[config.mk]
export PLATFORM = sky130hd
export DESIGN_NAME = batrider_prog_wrbuf
export DESIGN_NICKNAME = d
export VERILOG_FILES = /design/src/rtl/batrider_wrbuf_pkg.sv /design/src/rtl/batrider_wrbuf_fifo.sv /design/src/rtl/batrider_prog_wrbuf.sv
export SDC_FILE = /design/constraint.sdc
export NUM_CORES = 1
export LEC_CHECK = 0
export ABC_AREA = 0
export CORE_AREA = 5 5 176 178
export DETAILED_ROUTE_END_ITERATION = 10
export DIE_AREA = 0 0 181 183
export GPL_TIMING_DRIVEN = 0
export PLACE_DENSITY = 0.84
export SLEW_MARGIN = 25
export SYNTH_ARGS = -nofsm -noshare
export SYNTH_HDL_FRONTEND = slang
export SYNTH_HIERARCHICAL = 1
export SYNTH_SLANG_ARGS = --single-unit
[constraint.sdc]
create_clock -name CLK -period 13.7 [get_ports CLK]
set_input_delay 3.425 -clock CLK [delete_from_list [all_inputs] [get_ports CLK]]
set_output_delay 3.425 -clock CLK [all_outputs]
set_load 0.02 [all_outputs]
[src/rtl/batrider_wrbuf_pkg.sv]
// Shared types and constants for the batrider download write buffer.
package batrider_wrbuf_pkg;

  localparam int WRBUF_AW = 22;

  localparam logic [1:0] ST_IDLE  = 2'd0;
  localparam logic [1:0] ST_WRITE = 2'd1;
  localparam logic [1:0] ST_GAP   = 2'd2;

  // DQM polarity: a set bit suppresses that byte lane.
  localparam logic [1:0] MASK_HI   = 2'b01;
  localparam logic [1:0] MASK_LO   = 2'b10;
  localparam logic [1:0] MASK_BOTH = 2'b00;

  typedef struct packed {
    logic [WRBUF_AW-1:0] addr;
    logic [1:0]          ba;
    logic [15:0]         data;
    logic [1:0]          mask;
  } wr_entry_t;

  function automatic logic [15:0] lane_data(input logic odd, input logic [7:0] b);
    return odd ? {8'h00, b} : {b, 8'h00};
  endfunction

endpackage

[src/rtl/batrider_wrbuf_fifo.sv]
// Small synchronous FIFO of word-write entries; pointers carry one extra
// wrap bit so full and empty are distinguished without a separate flag.
module batrider_wrbuf_fifo
  import batrider_wrbuf_pkg::*;
#(
  parameter int DEPTH = 8
) (
  input  logic                     clk_i,
  input  logic                     rst_ni,
  input  logic                     push_i,
  input  wr_entry_t                push_data_i,
  input  logic                     pop_i,
  output wr_entry_t                head_o,
  output logic [$clog2(DEPTH):0]   count_o,
  output logic                     full_o,
  output logic                     empty_o
);

  localparam int PW = $clog2(DEPTH);

  wr_entry_t       mem_q [DEPTH];
  logic [PW:0]     wrPtr_q;
  logic [PW:0]     rdPtr_q;
  logic            doPush;
  logic            doPop;

  assign count_o = wrPtr_q - rdPtr_q;
  assign full_o  = (count_o == (PW+1)'(DEPTH));
  assign empty_o = (count_o == '0);
  assign doPush  = push_i & ~full_o;
  assign doPop   = pop_i & ~empty_o;
  assign head_o  = mem_q[rdPtr_q[PW-1:0]];

  always_ff @(posedge clk_i or negedge rst_ni) begin
    if (!rst_ni) begin
      wrPtr_q <= '0;
      rdPtr_q <= '0;
    end else begin
      if (doPush) wrPtr_q <= wrPtr_q + 1'b1;
      if (doPop)  rdPtr_q <= rdPtr_q + 1'b1;
    end
  end

  always_ff @(posedge clk_i) begin
    if (doPush) mem_q[wrPtr_q[PW-1:0]] <= push_data_i;
  end

endmodule

[src/rtl/batrider_prog_wrbuf.sv]
// Byte-to-word write buffer feeding the SDRAM programming port.
// Optional BATRIDER_WRBUF_CHKSUM_EN adds CHKSUM and WR_COUNT outputs.
module batrider_prog_wrbuf
  import batrider_wrbuf_pkg::*;
#(
  parameter int DEPTH = 8,
  parameter int AW    = WRBUF_AW
) (
  input  logic          CLK,
  input  logic          RESET_N,
  input  logic          DOWNLOADING,
  input  logic          IN_WE,
  input  logic [AW:0]   IN_ADDR,
  input  logic [1:0]    IN_BA,
  input  logic [7:0]    IN_DATA,
  output logic          WAIT,
  output logic [AW-1:0] PROG_ADDR,
  output logic [15:0]   PROG_DATA,
  output logic [1:0]    PROG_MASK,
  output logic [1:0]    PROG_BA,
  output logic          PROG_WE,
  input  logic          PROG_RDY
`ifdef BATRIDER_WRBUF_CHKSUM_EN
  ,
  output logic [15:0]   CHKSUM,
  output logic [23:0]   WR_COUNT
`endif
);

  localparam int PW = $clog2(DEPTH);

  logic [PW:0]   fifoCount;
  logic          fifoFull;
  logic          fifoEmpty;
  logic          fifoPop;
  wr_entry_t     fifoHead;

  logic          pendValid_q, pendValid_d;
  logic [AW-1:0] pendAddr_q,  pendAddr_d;
  logic [1:0]    pendBa_q,    pendBa_d;
  logic [15:0]   pendData_q,  pendData_d;
  logic [1:0]    pendMask_q,  pendMask_d;
  logic          pushValid_q, pushValid_d;
  wr_entry_t     pushEntry_q, pushEntry_d;
  logic          flushPend_q, flushPend_d;
  logic          dlPrev_q;

  logic [1:0]    state_q,    state_d;
  logic [AW-1:0] progAddr_q, progAddr_d;
  logic [15:0]   progData_q, progData_d;
  logic [1:0]    progMask_q, progMask_d;
  logic [1:0]    progBa_q,   progBa_d;
  logic          progWe_q,   progWe_d;

  logic          accept;
  logic [AW-1:0] inWord;
  logic          inOdd;
  logic [1:0]    inMask;
  logic [15:0]   inData;
  logic          canMerge;
  wr_entry_t     pendEntry;

  // The reserved slot covers the one push that may already be in flight.
  assign WAIT   = (fifoCount >= (PW+1)'(DEPTH-1));
  assign accept = IN_WE & ~WAIT;
  assign inWord = IN_ADDR[AW:1];
  assign inOdd  = IN_ADDR[0];
  assign inMask = inOdd ? MASK_LO : MASK_HI;
  assign inData = lane_data(inOdd, IN_DATA);

  assign canMerge = pendValid_q && (pendAddr_q == inWord) && (pendBa_q == IN_BA) &&
                    (((pendMask_q == MASK_HI) && inOdd) || ((pendMask_q == MASK_LO) && !inOdd));

  assign pendEntry = '{addr: WRBUF_AW'(pendAddr_q), ba: pendBa_q,
                       data: pendData_q, mask: pendMask_q};

  always_comb begin
    pendValid_d = pendValid_q;
    pendAddr_d  = pendAddr_q;
    pendBa_d    = pendBa_q;
    pendData_d  = pendData_q;
    pendMask_d  = pendMask_q;
    pushValid_d = 1'b0;
    pushEntry_d = pushEntry_q;
    flushPend_d = flushPend_q | (dlPrev_q & ~DOWNLOADING);
    if (accept) begin
      if (canMerge) begin
        pushValid_d = 1'b1;
        pushEntry_d = '{addr: WRBUF_AW'(pendAddr_q), ba: pendBa_q,
                        data: pendData_q | inData, mask: MASK_BOTH};
        pendValid_d = 1'b0;
      end else begin
        if (pendValid_q) begin
          pushValid_d = 1'b1;
          pushEntry_d = pendEntry;
        end
        pendValid_d = 1'b1;
        pendAddr_d  = inWord;
        pendBa_d    = IN_BA;
        pendData_d  = inData;
        pendMask_d  = inMask;
      end
    end else if (flushPend_q) begin
      if (!pendValid_q) begin
        flushPend_d = 1'b0;
      end else if (!pushValid_q && !fifoFull) begin
        pushValid_d = 1'b1;
        pushEntry_d = pendEntry;
        pendValid_d = 1'b0;
        flushPend_d = 1'b0;
      end
    end
  end

  always_ff @(posedge CLK or negedge RESET_N) begin
    if (!RESET_N) begin
      pendValid_q <= 1'b0;
      pendAddr_q  <= '0;
      pendBa_q    <= '0;
      pendData_q  <= '0;
      pendMask_q  <= '0;
      pushValid_q <= 1'b0;
      pushEntry_q <= '0;
      flushPend_q <= 1'b0;
      dlPrev_q    <= 1'b0;
    end else begin
      pendValid_q <= pendValid_d;
      pendAddr_q  <= pendAddr_d;
      pendBa_q    <= pendBa_d;
      pendData_q  <= pendData_d;
      pendMask_q  <= pendMask_d;
      pushValid_q <= pushValid_d;
      pushEntry_q <= pushEntry_d;
      flushPend_q <= flushPend_d;
      dlPrev_q    <= DOWNLOADING;
    end
  end

  batrider_wrbuf_fifo #(.DEPTH(DEPTH)) u_fifo (
    .clk_i       (CLK),
    .rst_ni      (RESET_N),
    .push_i      (pushValid_q),
    .push_data_i (pushEntry_q),
    .pop_i       (fifoPop),
    .head_o      (fifoHead),
    .count_o     (fifoCount),
    .full_o      (fifoFull),
    .empty_o     (fifoEmpty)
  );

  // The head stays queued during WRITE and is popped only on completion.
  always_comb begin
    state_d    = state_q;
    progAddr_d = progAddr_q;
    progData_d = progData_q;
    progMask_d = progMask_q;
    progBa_d   = progBa_q;
    progWe_d   = progWe_q;
    fifoPop    = 1'b0;
    case (state_q)
      ST_IDLE: begin
        if (!fifoEmpty) begin
          progAddr_d = fifoHead.addr[AW-1:0];
          progData_d = fifoHead.data;
          progMask_d = fifoHead.mask;
          progBa_d   = fifoHead.ba;
          progWe_d   = 1'b1;
          state_d    = ST_WRITE;
        end
      end
      ST_WRITE: begin
        if (PROG_RDY) begin
          fifoPop  = 1'b1;
          progWe_d = 1'b0;
          state_d  = ST_GAP;
        end
      end
      ST_GAP:  state_d = ST_IDLE;
      default: state_d = ST_IDLE;
    endcase
  end

  always_ff @(posedge CLK or negedge RESET_N) begin
    if (!RESET_N) begin
      state_q    <= ST_IDLE;
      progAddr_q <= '0;
      progData_q <= '0;
      progMask_q <= '0;
      progBa_q   <= '0;
      progWe_q   <= 1'b0;
    end else begin
      state_q    <= state_d;
      progAddr_q <= progAddr_d;
      progData_q <= progData_d;
      progMask_q <= progMask_d;
      progBa_q   <= progBa_d;
      progWe_q   <= progWe_d;
    end
  end

  assign PROG_ADDR = progAddr_q;
  assign PROG_DATA = progData_q;
  assign PROG_MASK = progMask_q;
  assign PROG_BA   = progBa_q;
  assign PROG_WE   = progWe_q;

`ifdef BATRIDER_WRBUF_CHKSUM_EN
  logic [15:0] chksum_q;
  logic [23:0] wrCount_q;
  logic        dlRise;

  assign dlRise = DOWNLOADING & ~dlPrev_q;

  // A byte landing on the start edge is the first byte of the new download.
  always_ff @(posedge CLK or negedge RESET_N) begin
    if (!RESET_N) begin
      chksum_q  <= '0;
      wrCount_q <= '0;
    end else begin
      if (dlRise)      chksum_q <= accept ? {8'h00, IN_DATA} : 16'h0000;
      else if (accept) chksum_q <= chksum_q + {8'h00, IN_DATA};
      if (dlRise)       wrCount_q <= fifoPop ? 24'd1 : 24'd0;
      else if (fifoPop) wrCount_q <= wrCount_q + 24'd1;
    end
  end

  assign CHKSUM   = chksum_q;
  assign WR_COUNT = wrCount_q;
`endif

endmodule

==> results of run 1 <==
[path summary, 6_finish.rpt]
| path | cells past startpoint | end | from |
|---|---|---|---|
| max | 9 | WAIT | u_fifo/rdPtr_q[2] |
| min in group asynchronous | 1 | PROG_ADDR[9] | RESET_N |
| max reg2reg | 14 | pushEntry_q[15] | u_fifo/rdPtr_q[2] |
| max in group asynchronous | 2 | PROG_DATA[0] | RESET_N |
| min | 1 | PROG_DATA[15] | PROG_DATA[15] |
| min reg2reg | 1 | PROG_DATA[15] | PROG_DATA[15] |
[metrics by stage]
step	worst slack, ns	cells	power, W
after floorplan	7.99	1024	0.00341
after global placement	3.24	1495	0.00396
after detailed placement	6.53	1530	0.00410
after CTS	5.92	1613	0.00539
after global routing	5.62	1613	0.00564
final	5.79	1613	0.00538
[area by class of cell]
class                           instances  area share
Clock buffer                           66      0.0613
Buffer                                 48      0.0109
Timing Repair Buffer                  116      0.0578
Clock inverter                         17     0.00750
Tap cell                              390      0.0222
Sequential cell                       477       0.618
Multi-Input combinational cell        482       0.219
Inverter                               17     0.00290
[synth_stat cells, types with 3 or more instances]
cell type | n | share of area
nor3_1 | 6 | 0.0016
inv_1 | 14 | 0.0028
a22o_1 | 3 | 0.0014
buf_1 | 3 | 0.00060
clkbuf_1 | 20 | 0.0040
buf_4 | 4 | 0.0016
buf_6 | 3 | 0.0018
mux2_1 | 77 | 0.046
a21o_1 | 8 | 0.0032
nor3b_1 | 3 | 0.0012
buf_2 | 18 | 0.0048
mux2_2 | 19 | 0.011
nand3_1 | 5 | 0.0013
xor2_1 | 11 | 0.0052
o21ai_0 | 5 | 0.0013
mux4_2 | 84 | 0.10
nand2_1 | 145 | 0.029
and3b_1 | 3 | 0.0014
o21ai_1 | 10 | 0.0027
o31ai_1 | 3 | 0.0012
a32o_1 | 16 | 0.0086
nor2_1 | 11 | 0.0022
dfrtp_1 | 141 | 0.19
edfxtp_1 | 336 | 0.54
nand3b_1 | 4 | 0.0016
nand4_1 | 6 | 0.0020
nor4_1 | 3 | 0.0010
xnor2_1 | 20 | 0.0094
nand2b_1 | 6 | 0.0020
mux2i_1 | 8 | 0.0043
ha_1 | 5 | 0.0033
[layout by cell type (no fill, tap or decap), types with 6 or more instances in the layout]
cell	instances
a21o_1	8
a32o_1	16
buf_16	9
buf_2	18
buf_4	26
buf_6	7
clkbuf_1	31
clkbuf_16	49
clkbuf_8	6
clkdlybuf4s50_1	80
clkinv_2	10
dfrtp_1	141
edfxtp_1	336
inv_1	14
mux2_1	77
mux2_2	19
mux2i_1	8
mux4_2	84
nand2_1	145
nand2b_1	6
nand4_1	6
nor2_1	7
o21ai_1	10
xnor2_1	20
xor2_1	11
[kinds of logic (layout without fill, tap and decap cells)]
group,after synthesis,count (layout)
flip-flops,477,477
AND/OR/NAND/NOR,203,203
multiplexers,189,189
buffers and inverters,65,264
AO/OA/AOI/OAI,53,53
XOR/XNOR,31,31
adder cells (fa/ha/maj),6,6
[where the power goes]
group          switching [W]  internal (W)
Combinational        0.00103      0.000846
Sequential          0.000267       0.00199
Clock               0.000517      0.000741
Total                0.00181       0.00357
[critical path: stages (launching register included)]
cell and delay (ns):
dfrtp_1 0.32, clkbuf_1 0.46, clkinv_1 0.56, clkbuf_1 0.44
ha_1 0.45, and3b_1 0.25, or3_4 0.42, nand2_1 0.23
nand2b_1 0.19, clkdlybuf4s50_1 0.62
[sequential cells by signal, summed over array words and instances (netlist names)]
| register | flops |
|---|---|
| state_q | 2 |
| pendAddr_q | 22 |
| pushValid_q | 1 |
| flushPend_q | 1 |
| u_fifo/rdPtr_q | 4 |
| PROG_MASK | 2 |
| PROG_BA | 2 |
| pendMask_q | 2 |
| pushEntry_q | 42 |
| pendBa_q | 2 |
| PROG_WE | 1 |
| dlPrev_q | 1 |
| pendData_q | 16 |
| pendValid_q | 1 |
| u_fifo/wrPtr_q | 4 |
| u_fifo/mem_q | 336 |
| PROG_ADDR | 22 |
| PROG_DATA | 16 |
[metal layers]
| metal | global-route usage | up-vias | wire, um |
|---|---|---|---|
| met5 | 0 | - | 0 |
| met1 | 0.362 | 5292 | 15900 |
| met3 | 0.0417 | 117 | 3380 |
| li1 | - | 4274 | - |
| met4 | 0.0880 | 0 | 1360 |
| met2 | 0.444 | 558 | 21600 |
==> results.yml, run 1 <==
die:
  io_pins: 82
  start_util: 0.639
  num_rows: 63
  core_area_um2: 29200
  dieArea_um2: 33100
  die_y_um: 183
  die_w_um: 181
run_status:
  status: "completed"
clock_network:
  cts_tree: "built"
  root_buffer: "clkbuf_16"
  clk_latency_ns: 0.54
  clock_path_buffers: 3
  post_cts_buffers: 0
  clkTransAtPathRegs_ns: 0.07
  cts_buffers: 45
  h-tree-depth: 2
  postCtsHoldBufs: 0
  post_cts_resized: 0
  numClockSinks: 477
grt:
  grt_start_max_net_pins: 83
  antenna_found_initial: 0
  grt_pass1_vias: 11000
  grt_first_pass_wirelength_mm: 66.3
  globalRouteTotalUtil: 0.263
  overflow: 0
synth:
  synth-main-ff-cell: "edfxtp_1"
  synth_xor_area_frac: 0.0145
  ys_seq_elements: 477
  synthSimpleGateAreaFrac: 0.0494
  synth_warnings: 6
  synth_enable_flop_cells: 336
  syn-cell-area_um2: 18700
  synthMuxAreaShare: 0.164
  avgSynthCellArea_um2: 18.2
  yosysSeqAreaShare: 0.729
  synth_top_family_by_area: "multiplexers"
  synth_compound_area_frac: 0.0224
  synth_fp_nets: 1068
  syn_inst: 1024
  async_reset_ff_frac: 0.296
  synthAdderAreaFrac: 0.00442
  yosysUniqueCellTypes: 51
power:
  p_per_area_nw_per_um2: 244
  peakVddDrop_uv: 172
  leakage_nw: 8.15
finish:
  final_nets: 1231
  multi_input_comb_area_um2: 4820
  areaGrowthSynthToFinish_pct: 17.8
  utilization: 0.753
  final_area_um2: 22000
  diodes: 0
  fillerInstances: 1551
  ff_latch_area_um2: 13600
  final_layout_size_suffix_gt1_frac: 0.209
detailed_routing:
  first_pass_iters: 5
  vias_per_cell: 6.35
  wirelength_mm: 42.3
  drtAntennaViolNets: 0
  dr_total_vias: 10200
  drc: 0
  wl_per_cell_um: 26.2
  drt_iter0_markers: 1282
worst_setup_path:
  rrSetupSlack_ns: 8.25
  required_ns: 10.27
  start_kind: "flop"
  critPathKind: "flop to output pin"
  critPathMaxFanout: 10
  worst-endpoint-arrival_ns: 4.49
  end_kind: "output pin"
timing:
  fin_crit_ns: 7.91
  whs_ns: 0.481
  fin_setup_tns_ns: 0
  fin_skew_ns: 0.0129
  setup_viol: 0
  worst_slew_pin_slew_ns: 0.995
  finalMaxSlewViolations: 0
  min_period_over_period: 0.578
  maxSlewHeadroom: 0.337
  rsz0062_at_grt: "no"
  hold_violations: 0
  fmax_ghz: 0.126
place:
  dpl.hpwl_mm: 26.6
  gp_congestion: 0.813
  numPortBuffers: 81
  dpl-instance-area_um2: 20500
hold_path:
  hold_class: "flop to flop"
flow_run:
  maxCapViolCount: 0
Note: power is estimated with default switching activity, not from simulation.
==> run 2, diff against run 1 <==
--- a/config.mk
+++ b/config.mk
@@ -6,11 +6,11 @@
 export NUM_CORES = 1
 export LEC_CHECK = 0
 export ABC_AREA = 0
-export CORE_AREA = 5 5 176 178
+export CORE_AREA = 5 5 193 195
 export DETAILED_ROUTE_END_ITERATION = 10
-export DIE_AREA = 0 0 181 183
+export DIE_AREA = 0 0 198 200
 export GPL_TIMING_DRIVEN = 0
-export PLACE_DENSITY = 0.84
+export PLACE_DENSITY = 0.74
 export SLEW_MARGIN = 25
 export SYNTH_ARGS = -nofsm -noshare
 export SYNTH_HDL_FRONTEND = slang
==> constraint.sdc (replaced) <==
create_clock -name CLK -period 7.1 [get_ports CLK]
set_input_delay 1.775 -clock CLK [delete_from_list [all_inputs] [get_ports CLK]]
set_output_delay 1.775 -clock CLK [all_outputs]
set_load 0.02 [all_outputs]
==> results.yml, run 2 (synthesized netlist as in run 1, its figures left out) <==
clock_network:
  numClockSinks: 477
  h-tree-depth: 2
  post_cts_buffers: 0
  clock_path_buffers: 3
  cts_buffers: 46
  clk_latency_ns: 0.56
  postCtsHoldBufs: 0
  cts_tree: "built"
  root_buffer: "clkbuf_16"
  clkTransAtPathRegs_ns: 0.07
  post_cts_resized: 0
timing:
  setup_viol: 0
  whs_ns: 0.484
  worst_slew_pin_slew_ns: 0.946
  maxSlewHeadroom: 0.369
  fmax_ghz: 0.161
  finalMaxSlewViolations: 0
  rsz0062_at_grt: "no"
  fin_setup_tns_ns: 0
  fin_crit_ns: 6.20
  min_period_over_period: 0.873
  hold_violations: 0
  fin_skew_ns: 0.0145
die:
  core_area_um2: 35200
  die_y_um: 200
  dieArea_um2: 39600
  die_w_um: 198
  num_rows: 69
  io_pins: 82
  start_util: 0.531
flow_run:
  maxCapViolCount: 0
worst_setup_path:
  critPathMaxFanout: 10
  worst-endpoint-arrival_ns: 4.43
  start_kind: "flop"
  end_kind: "output pin"
  slowest_delay_ns: 0.63
  reg2regPathDepth: 14
  worstPathBufferInverterCount: 4
  critical-path-top-delay-family: "buffers and inverters"
  crit_top_cell: "clkbuf_1"
  path_cells: "clkbuf_1 -> clkinv_1 -> clkbuf_1 -> ha_1 -> and3b_1 -> or3_4 -> nand2_1 -> nand2b_1 -> clkdlybuf4s50_1"
  r2r-start: "u_fifo/rdPtr_q[2]"
  timing.rr.end: "pushEntry_q[17]"
  rrSetupSlack_ns: 1.88
  critPathKind: "flop to output pin"
  required_ns: 5.33
  slowest_stage: "clkdlybuf4s50_1"
detailed_routing:
  drtAntennaViolNets: 0
  drc: 0
  first_pass_iters: 6
  wirelength_mm: 40.6
  drt_iter0_markers: 764
  vias_per_cell: 5.76
  dr_total_vias: 9746
  wl_per_cell_um: 24.0
grt:
  grt_first_pass_wirelength_mm: 62.5
  globalRouteTotalUtil: 0.211
  antenna_found_initial: 1
  grt_start_max_net_pins: 85
  grt_pass1_vias: 10100
  overflow: 0
power:
  p_per_area_nw_per_um2: 465
  peakVddDrop_uv: 258
  power.total_w: 0.0103
  leakage_nw: 8.19
place:
  gp_congestion: 0.795
  dp.cells: 1605
  numPortBuffers: 81
  dpl.hpwl_mm: 26.4
finish:
  utilization: 0.630
  finalNonFillerCells: 1692
  final_nets: 1236
  final_cell_mix: "edfxtp_1, nand2_1, dfrtp_1"
  layout_commonest_cell: "edfxtp_1"
  final_layout_size_suffix_gt1_frac: 0.210
  areaGrowthSynthToFinish_pct: 18.8
  largest_reg_flops: 336
hold_path:
  hold_class: "flop to flop"
  hold_depth: 1
  min-delay-start: "PROG_DATA[14]"
  hold_end: "PROG_DATA[14]"
run_status:
  status: "completed"
-- run 2: area by class of cell --
cell class                 count  area [um^2]
multi-input combinational    482         4820
clock buffer                  66         1350
fill                        2457        13000
clock inverter                20          203
tap                          461          577
timing repair buffer         120         1330
buffer                        48          240
sequential                   477        13600
inverter                      17         63.8
antenna                        1         2.50
-- run 2: worst max path at each step --
stage | startpoint | endpoint | slack (ns) | cells past startpoint
after detailed placement | u_fifo/rdPtr_q[2] | WAIT | 1.58 | 9
after global routing | u_fifo/rdPtr_q[2] | WAIT | 0.73 | 9
after global placement | u_fifo/rdPtr_q[2] | u_fifo/mem_q[1][26] | -2.27 | 8
after floorplan | u_fifo/rdPtr_q[2] | u_fifo/mem_q[5][0] | 1.80 | 8
after CTS | u_fifo/rdPtr_q[2] | WAIT | 0.95 | 9
final | u_fifo/rdPtr_q[2] | WAIT | 0.90 | 9
-- run 2: routing by layer --
metal,global-route usage,routed length [um]
met4,0.0638,1100
met3,0.0408,2650
met5,0,0
met2,0.347,20100
met1,0.292,16700
-- run 2: metrics by stage --
stage / area [um^2] / setup slack (ns)
floorplan: 18700 / 1.80
global placement: 20100 / -2.27
detailed placement: 20600 / 1.58
CTS: 22200 / 0.954
global route: 22200 / 0.728
finish: 22200 / 0.900
-- run 2: report_power, final --
group / total, W / internal, W / switching, W
Sequential: 0.00432 / 0.00383 / 0.000486
Clock: 0.00248 / 0.00147 / 0.00101
Combinational: 0.00353 / 0.00164 / 0.00189
Total: 0.0103 / 0.00694 / 0.00338
